==> src/rtl/wbm_cmd_pkg.sv <==
// wbm_cmd_pkg: shared FSM state encoding, default timeout and data width for the command engine
package wbm_cmd_pkg;
  typedef enum logic [1:0] {IDLE, BUS, RESP} state_t;
  localparam int unsigned TIMEOUT_CYCLES_DEFAULT = 1023;
  localparam int unsigned DATA_W = 16;
endpackage

==> src/rtl/wbm_cmd_engine_if.sv <==
// wbm_cmd_engine_if: command/response handshake plus Wishbone classic master bus
//   cmd_*  : command offer (valid/ready, we, byte address, lane select, write data)
//   rsp_*  : response hold (valid/ready, read data, timeout flag)
//   wbm_*  : Wishbone master strobes, request fields, slave data and ack
//   modport master = engine view, modport slave = environment view
interface wbm_cmd_engine_if;
  import wbm_cmd_pkg::*;
  logic              cmd_valid;
  logic              cmd_ready;
  logic              cmd_we;
  logic [31:0]       cmd_adr;
  logic [1:0]        cmd_sel;
  logic [DATA_W-1:0] cmd_dat;
  logic              rsp_valid;
  logic              rsp_ready;
  logic [DATA_W-1:0] rsp_dat;
  logic              rsp_timeout;
  logic              wbm_cyc_o;
  logic              wbm_stb_o;
  logic              wbm_we_o;
  logic [1:0]        wbm_sel_o;
  logic [31:0]       wbm_adr_o;
  logic [DATA_W-1:0] wbm_dat_o;
  logic [DATA_W-1:0] wbm_dat_i;
  logic              wbm_ack_i;
  modport master (
    input  cmd_valid, cmd_we, cmd_adr, cmd_sel, cmd_dat, rsp_ready, wbm_dat_i, wbm_ack_i,
    output cmd_ready, rsp_valid, rsp_dat, rsp_timeout,
           wbm_cyc_o, wbm_stb_o, wbm_we_o, wbm_sel_o, wbm_adr_o, wbm_dat_o
  );
  modport slave (
    output cmd_valid, cmd_we, cmd_adr, cmd_sel, cmd_dat, rsp_ready, wbm_dat_i, wbm_ack_i,
    input  cmd_ready, rsp_valid, rsp_dat, rsp_timeout,
           wbm_cyc_o, wbm_stb_o, wbm_we_o, wbm_sel_o, wbm_adr_o, wbm_dat_o
  );
endinterface

==> src/rtl/wbm_cmd_engine.sv <==
// wbm_cmd_engine: runs one Wishbone classic cycle per accepted command and holds the response
//   wb_clk_i : clock (rising edge)
//   wb_rst_i : asynchronous active-high reset
//   bus      : command, response and Wishbone master signals (master modport)
module wbm_cmd_engine
  import wbm_cmd_pkg::*;
#(
  parameter int unsigned TIMEOUT_CYCLES = TIMEOUT_CYCLES_DEFAULT
) (
  input logic              wb_clk_i,
  input logic              wb_rst_i,
  wbm_cmd_engine_if.master bus
);
  state_t      state;
  logic [15:0] cnt;
  always_ff @(posedge wb_clk_i or posedge wb_rst_i) begin
    if (wb_rst_i) begin
      state           <= IDLE;
      cnt             <= '0;
      bus.cmd_ready   <= 1'b0;
      bus.rsp_valid   <= 1'b0;
      bus.rsp_dat     <= '0;
      bus.rsp_timeout <= 1'b0;
      bus.wbm_cyc_o   <= 1'b0;
      bus.wbm_stb_o   <= 1'b0;
      bus.wbm_we_o    <= 1'b0;
      bus.wbm_sel_o   <= '0;
      bus.wbm_adr_o   <= '0;
      bus.wbm_dat_o   <= '0;
    end else begin
      case (state)
        IDLE: begin
          // cmd_ready is low only in the first IDLE cycle after reset
          if (bus.cmd_valid && bus.cmd_ready) begin
            bus.cmd_ready <= 1'b0;
            bus.wbm_we_o  <= bus.cmd_we;
            bus.wbm_adr_o <= bus.cmd_adr;
            bus.wbm_sel_o <= bus.cmd_sel;
            bus.wbm_dat_o <= bus.cmd_dat;
            bus.wbm_cyc_o <= 1'b1;
            bus.wbm_stb_o <= 1'b1;
            cnt           <= '0;
            state         <= BUS;
          end else begin
            bus.cmd_ready <= 1'b1;
          end
        end
        BUS: begin
          // ack is tested first so it wins over a timeout in the same cycle
          if (bus.wbm_ack_i) begin
            bus.wbm_cyc_o   <= 1'b0;
            bus.wbm_stb_o   <= 1'b0;
            bus.rsp_dat     <= bus.wbm_we_o ? '0 : bus.wbm_dat_i;
            bus.rsp_timeout <= 1'b0;
            bus.rsp_valid   <= 1'b1;
            state           <= RESP;
          end else begin
            cnt <= cnt + 16'd1;
            if (cnt == 16'(TIMEOUT_CYCLES - 1)) begin
              bus.wbm_cyc_o   <= 1'b0;
              bus.wbm_stb_o   <= 1'b0;
              bus.rsp_dat     <= '0;
              bus.rsp_timeout <= 1'b1;
              bus.rsp_valid   <= 1'b1;
              state           <= RESP;
            end
          end
        end
        RESP: begin
          if (bus.rsp_ready) begin
            bus.rsp_valid <= 1'b0;
            bus.cmd_ready <= 1'b1;
            state         <= IDLE;
          end
        end
        default: state <= IDLE;
      endcase
    end
  end
endmodule

==> src/flat_wrapper.sv <==
// flat-port wrapper written by rule: the top's interface ports become plain ports
module wbm_cmd_engine_flat import wbm_cmd_pkg::*;
#(
  parameter int unsigned TIMEOUT_CYCLES = TIMEOUT_CYCLES_DEFAULT
)
  (wb_clk_i, wb_rst_i, bus_cmd_valid, bus_cmd_we, bus_cmd_adr, bus_cmd_sel, bus_cmd_dat, bus_rsp_ready, bus_wbm_dat_i, bus_wbm_ack_i, bus_cmd_ready, bus_rsp_valid, bus_rsp_dat, bus_rsp_timeout, bus_wbm_cyc_o, bus_wbm_stb_o, bus_wbm_we_o, bus_wbm_sel_o, bus_wbm_adr_o, bus_wbm_dat_o);
  wbm_cmd_engine_if bus_i ();
  input logic wb_clk_i;
  input logic wb_rst_i;
  input wire logic [$bits(bus_i.cmd_valid)-1:0] bus_cmd_valid;
  input wire logic [$bits(bus_i.cmd_we)-1:0] bus_cmd_we;
  input wire logic [$bits(bus_i.cmd_adr)-1:0] bus_cmd_adr;
  input wire logic [$bits(bus_i.cmd_sel)-1:0] bus_cmd_sel;
  input wire logic [$bits(bus_i.cmd_dat)-1:0] bus_cmd_dat;
  input wire logic [$bits(bus_i.rsp_ready)-1:0] bus_rsp_ready;
  input wire logic [$bits(bus_i.wbm_dat_i)-1:0] bus_wbm_dat_i;
  input wire logic [$bits(bus_i.wbm_ack_i)-1:0] bus_wbm_ack_i;
  output wire logic [$bits(bus_i.cmd_ready)-1:0] bus_cmd_ready;
  output wire logic [$bits(bus_i.rsp_valid)-1:0] bus_rsp_valid;
  output wire logic [$bits(bus_i.rsp_dat)-1:0] bus_rsp_dat;
  output wire logic [$bits(bus_i.rsp_timeout)-1:0] bus_rsp_timeout;
  output wire logic [$bits(bus_i.wbm_cyc_o)-1:0] bus_wbm_cyc_o;
  output wire logic [$bits(bus_i.wbm_stb_o)-1:0] bus_wbm_stb_o;
  output wire logic [$bits(bus_i.wbm_we_o)-1:0] bus_wbm_we_o;
  output wire logic [$bits(bus_i.wbm_sel_o)-1:0] bus_wbm_sel_o;
  output wire logic [$bits(bus_i.wbm_adr_o)-1:0] bus_wbm_adr_o;
  output wire logic [$bits(bus_i.wbm_dat_o)-1:0] bus_wbm_dat_o;
  assign bus_i.cmd_valid = bus_cmd_valid;
  assign bus_i.cmd_we = bus_cmd_we;
  assign bus_i.cmd_adr = bus_cmd_adr;
  assign bus_i.cmd_sel = bus_cmd_sel;
  assign bus_i.cmd_dat = bus_cmd_dat;
  assign bus_i.rsp_ready = bus_rsp_ready;
  assign bus_i.wbm_dat_i = bus_wbm_dat_i;
  assign bus_i.wbm_ack_i = bus_wbm_ack_i;
  assign bus_cmd_ready = bus_i.cmd_ready;
  assign bus_rsp_valid = bus_i.rsp_valid;
  assign bus_rsp_dat = bus_i.rsp_dat;
  assign bus_rsp_timeout = bus_i.rsp_timeout;
  assign bus_wbm_cyc_o = bus_i.wbm_cyc_o;
  assign bus_wbm_stb_o = bus_i.wbm_stb_o;
  assign bus_wbm_we_o = bus_i.wbm_we_o;
  assign bus_wbm_sel_o = bus_i.wbm_sel_o;
  assign bus_wbm_adr_o = bus_i.wbm_adr_o;
  assign bus_wbm_dat_o = bus_i.wbm_dat_o;
  wbm_cmd_engine #(.TIMEOUT_CYCLES(TIMEOUT_CYCLES)) u_core (.wb_clk_i(wb_clk_i), .wb_rst_i(wb_rst_i), .bus(bus_i));
endmodule
==> config.mk <==
export PLATFORM = sky130hd
export DESIGN_NAME = wbm_cmd_engine_flat
export DESIGN_NICKNAME = d
export VERILOG_FILES = /design/src/rtl/wbm_cmd_pkg.sv /design/src/rtl/wbm_cmd_engine_if.sv /design/src/rtl/wbm_cmd_engine.sv /design/src/flat_wrapper.sv
export SDC_FILE = /design/constraint.sdc
export NUM_CORES = 1
export LEC_CHECK = 0
export CORE_MARGIN = 5
export CORE_UTILIZATION = 40
export CTS_BUF_LIST = sky130_fd_sc_hd__clkbuf_8
export DETAILED_ROUTE_END_ITERATION = 8
export PLACE_DENSITY = 0.75
export SLEW_MARGIN = 10
export SYNTH_ARGS = -nofsm -noshare
export SYNTH_HDL_FRONTEND = slang
export SYNTH_SLANG_ARGS = --single-unit
==> constraint.sdc <==
create_clock -name wb_clk_i -period 3.25 [get_ports wb_clk_i]
set_input_delay 0.4875 -clock wb_clk_i [delete_from_list [all_inputs] [get_ports wb_clk_i]]
set_output_delay 0.4875 -clock wb_clk_i [all_outputs]
set_load 0.05 [all_outputs]
Word-level counts from Yosys, hierarchy flattened

Index checks and enable logic that the tools add are counted.

Register bits after elaboration: 89
Input port bits: 72
Output and inout port bits: 72
Logic and storage cells: 55

Add/sub/neg operators: 1
Eq/ne operators: 7
Muxes and demuxes: 23
Reductions and logical operators: 13

Operators by type and width:

| operator                                               | count |
|---|---|
| two-way mux 16 bit                                     | 5 |
| case mux 16 bit (2 select lines)                       | 1 |
| adder 16 x 1 -> 16 bit (second input constant)         | 1 |
| == test 16 x 10 -> 1 bit (second input constant)       | 1 |
| AND reduction 3 bit                                    | 4 |
| two-way mux 1 bit                                      | 9 |
| two-way mux 2 bit                                      | 4 |
| nonzero test 2 bit                                     | 4 |
| case mux 1 bit (2 select lines)                        | 3 |
| case mux 2 bit (3 select lines)                        | 1 |
| AND reduction 2 bit                                    | 3 |
| inequality test 2 bit (second input constant)          | 2 |
| inequality test 3 x 2 -> 1 bit (second input constant) | 1 |
| == test 2 x 1 -> 1 bit (second input constant)         | 1 |
| == test 2 bit (second input constant)                  | 1 |
| logical NOT 2 bit                                      | 1 |
| inequality test 2 x 1 -> 1 bit (second input constant) | 1 |
| logical AND 1 bit                                      | 1 |

Depth between registers and ports, before layout

Depth in word-level cells: 4
Depth in mapped cells: 7
Mapped depth without buffers: 6

Worst setup path before layout

Ideal clock, no wire load.

Kind: reg-to-reg
Start point: register u_core.cnt[0]
End point: register u_core.bus.rsp_dat[0]
Setup time: 121 ps
Arrival time: 1971 ps
Data required time: 3129 ps
Path slack: 1158 ps
Stages on the path, launching flop included: 8
Buffers on the path: 1
Clock period less this slack: 2092 ps
Cells stage by stage: dfrtp_1 > inv_1 > ha_1 > or4b_1 > nor4_1 > o21ai_2 > buf_2 > a22o_1

Word-level cells in the longest chain between the ends: 3

Ends and longest elaborated chain:

| element                       | line                    | RTL |
|---|---|---|
| start, declared               | wbm_cmd_engine.sv:15    | `logic [15:0] cnt;` |
| start signal, assigned        | wbm_cmd_engine.sv:58    | `cnt <= cnt + 16'd1;` |
| == test 16 x 10 -> 1 bit      | wbm_cmd_engine.sv:59    | `if (cnt == 16'(TIMEOUT_CYCLES - 1)) begin` |
| nonzero test 2 bit (no line)  | --                      |  |
| AND reduction 2 bit (no line) | --                      |  |
| end signal, assigned          | wbm_cmd_engine.sv:53    | `bus.rsp_dat <= bus.wbm_we_o ? '0 : bus.wbm_dat_i;` |
| end, declared                 | wbm_cmd_engine_if.sv:28 | `output cmd_ready, rsp_valid, rsp_dat, rsp_timeout,` |

No other way between the ends.
A chain may end at the register's enable or synchronous reset.

Worst setup path after layout

Start point: register u_core.cnt[0]
End point: register u_core.bus.rsp_dat[11]

Same word-level chain as after synthesis.

==> reports/summary.txt <==
status = completed
LEAKAGE = 2.49 nW
critical path required time = 3.48 ns
Netlist cell types = 37
setup_tns = 0 ns
io pins = 144
Sink Count = 89
Mapped Cells = 367
period utilization = 71.2%
slowest stage delay, CP = 0.50 ns
top-count cell post-synth = nand2_1
Synth Cell Area = 3560 sq um
share of cells above drive strength 1 = 5.43%
Post CTS Setup Buffer Count = 0
Worst-Skew Late Latency = 0.35 ns
Max IR drop VDD = 0.000544 V
Power Density = 1070 nW/um^2
min-delay worst type = reg2reg
number of nets with antenna violations after routing = 0
Slew Viols, Final = 0
CTS Hold Buffers Added = 0
DRT Pass-1 Iters = 4
sequential fraction of the synthesis area = 62.5%
minimum clock period = 2.31 ns
Starting Density = 41.0%
final HPWL from detailed placement = 6.74 mm
Starting DRT DRC Count = 143
ys async rst share = 100%
Die Area = 10900 sq um
vias in the first global route = 3098
final worst clock skew = 0.0121 ns
post-cts repair resize count = 0
Final Util = 61.5%
most frequent cells after synthesis = 163 x nand2_1, 89 x dfrtp_1, 16 x a22o_1
Gate power share = 55.2%
Synth Register Bits = 89
Psw = 0.00277 W
endpoints failing setup = 0
WS Path Type = reg2reg
EDFF count, synth = 0
wire per inst = 14.8 microns
DRC viols = 0
Worst Tran Pin Value = 0.756 ns
Synth top area share = 62.5%
total number of vias = 3071
die width = 104 microns
Net Sw Frac = 48.4%
vias per inst = 4.92
Tot Pwr = 0.00573 W
clk root buf = clkbuf_8
RSZ-0062 raised after global routing = no
largest net degree at the start of global routing = 49
CTS tree = done
Overall Global Routing Usage = 17.0%
gpl congestion = 0.768
Layout Nets = 585
mean post-synth cell area = 9.70 sq um
Seq pwr share = 31.1%
Yosys top cell by area = dfrtp_1
GR Overflow Total = 0
Clk pwr share = 13.7%
diode count = 0
ys flop type = dfrtp_1
P&R area growth vs syn = 50.0%
Max-Cap Viols = 0
Hold Slack = 0.475 ns
die height = 104 microns
internal power = 0.00296 W
initial antenna violation count = 0
Slew HR = 49.6%
Setup crit start kind = register
CTS HTree Levels = 3
CTS max path bufs = 2
Num CTS Buffers = 9
crit path max-delay cell type = nor4_1
row count = 34
Port Buffer Count = 143
WP data arrival = 2.54 ns
crit path cell chain = inv_1, ha_1, or4b_1, nor4_1, o21ai_2, a22o_1
critical path peak fanout = 19
core footprint = 8680 sq um
clk slew on worst S/H paths = 0.08 ns
yosys warns = 0
WL final = 9.23 mm
fmax = 432 MHz
final hold vios = 0
top cells by area, synth = dfrtp_1 63%, nand2_1 17%, a22o_1 3.9%, o21ai_0 1.7%, a21oi_1 1.5%
first-pass GRT wire length = 15.6 mm
Synthesized Nets = 441
Worst Setup End Kind = register
[flip-flops by register name (all words and copies together), names as in the netlist]
| name | flops |
|---|---|
| u_core.bus.cmd_ready | 1 |
| u_core.bus.rsp_dat | 16 |
| u_core.bus.rsp_timeout | 1 |
| u_core.bus.rsp_valid | 1 |
| u_core.bus.wbm_adr_o | 32 |
| u_core.bus.wbm_cyc_o | 1 |
| u_core.bus.wbm_dat_o | 16 |
| u_core.bus.wbm_sel_o | 2 |
| u_core.bus.wbm_we_o | 1 |
| u_core.cnt | 16 |
| u_core.state | 2 |
[layout make-up]
class                           instances  area (sq um)
Fill cell                             744          3340
Multi-Input combinational cell        255          1240
Clock buffer                           11           151
Timing Repair Buffer                  150          1500
Clock inverter                          5          61.3
Inverter                                6          23.8
Tap cell                              108           135
Sequential cell                        89          2230
[power by group through the flow]
stage	Sequential (W)	Clock, W	Combinational [W]
2_1_floorplan	0.00316	0	0.000677
3_3_place_gp	0.00178	0	0.00315
3_5_place_dp	0.00180	0	0.00319
4_1_cts	0.00178	0.000815	0.00320
5_1_grt	0.00183	0.000857	0.00335
6_report	0.00178	0.000786	0.00316
[cell usage in the layout (no fill, tap or decap), types with 2 or more instances in the layout]
cell type        netlist  final
ha_1                   2      2
nor2_1                 9      9
inv_1                  6      5
dfrtp_1               89     89
buf_4                  1      6
nand4_1                6      6
clkinvlp_4             0      3
clkbuf_8               0     11
a21oi_1               11     11
or3_1                  8      8
nand3_1                4      4
nand2_1              163    163
clkdlybuf4s50_1        0    143
xor2_1                 4      4
o21ai_0               12     12
a22o_1                16     16
[routing by layer]
layer / track usage (%) / part of all wire [%] / vias up / wire, microns
li1: - / - / 1489 / -
met1: 22.9 / 44 / 1466 / 4100
met2: 26.8 / 47 / 110 / 4340
met3: 5.03 / 7.6 / 6 / 705
met4: 4.72 / 0.83 / 0 / 77
met5: 0 / 0 / - / 0
[final timing paths]
kind	from	slack [ns]	cells after the start	end
max	u_core.cnt[0]	0.94	6	u_core.bus.rsp_dat[11]
min	u_core.bus.wbm_adr_o[4]	0.47	2	u_core.bus.wbm_adr_o[4]
max reg2reg	u_core.cnt[0]	0.94	6	u_core.bus.rsp_dat[11]
min reg2reg	u_core.bus.wbm_adr_o[4]	0.47	2	u_core.bus.wbm_adr_o[4]
max in group asynchronous	wb_rst_i	1.99	3	u_core.bus.wbm_adr_o[26]
min in group asynchronous	wb_rst_i	0.57	2	u_core.bus.wbm_adr_o[19]
[logic make-up (layout without fill, tap and decap cells)]
| group | Yosys count | count (layout) | share of synthesized area (%) |
|---|---|---|---|
| adder cells (fa/ha/maj) | 2 | 2 | 0.703 |
| AND/OR/NAND/NOR | 201 | 201 | 23.5 |
| flip-flops | 89 | 89 | 62.5 |
| AO/OA/AOI/OAI | 47 | 47 | 9.24 |
| XOR/XNOR | 5 | 5 | 1.23 |
| buffers and inverters | 23 | 172 | 2.78 |
[stage by stage]
step	instance area [sq um]	worst slack, ns	cells
floorplan	3560	0.456	367
global placement	5130	0.635	608
detailed placement	5130	0.612	608
CTS	5340	0.930	624
global route	5340	0.786	624
finish	5340	0.937	624
[worst max-delay path, delay by kind of cell, from the launching register on]
kind	cells	cell delay [ns]
simple gates	2	0.92
fa+ha+maj	1	0.14
buf+inv	1	0.09
flops	1	0.44
compound gates	2	0.60
(Power assumes the default switching activity.)
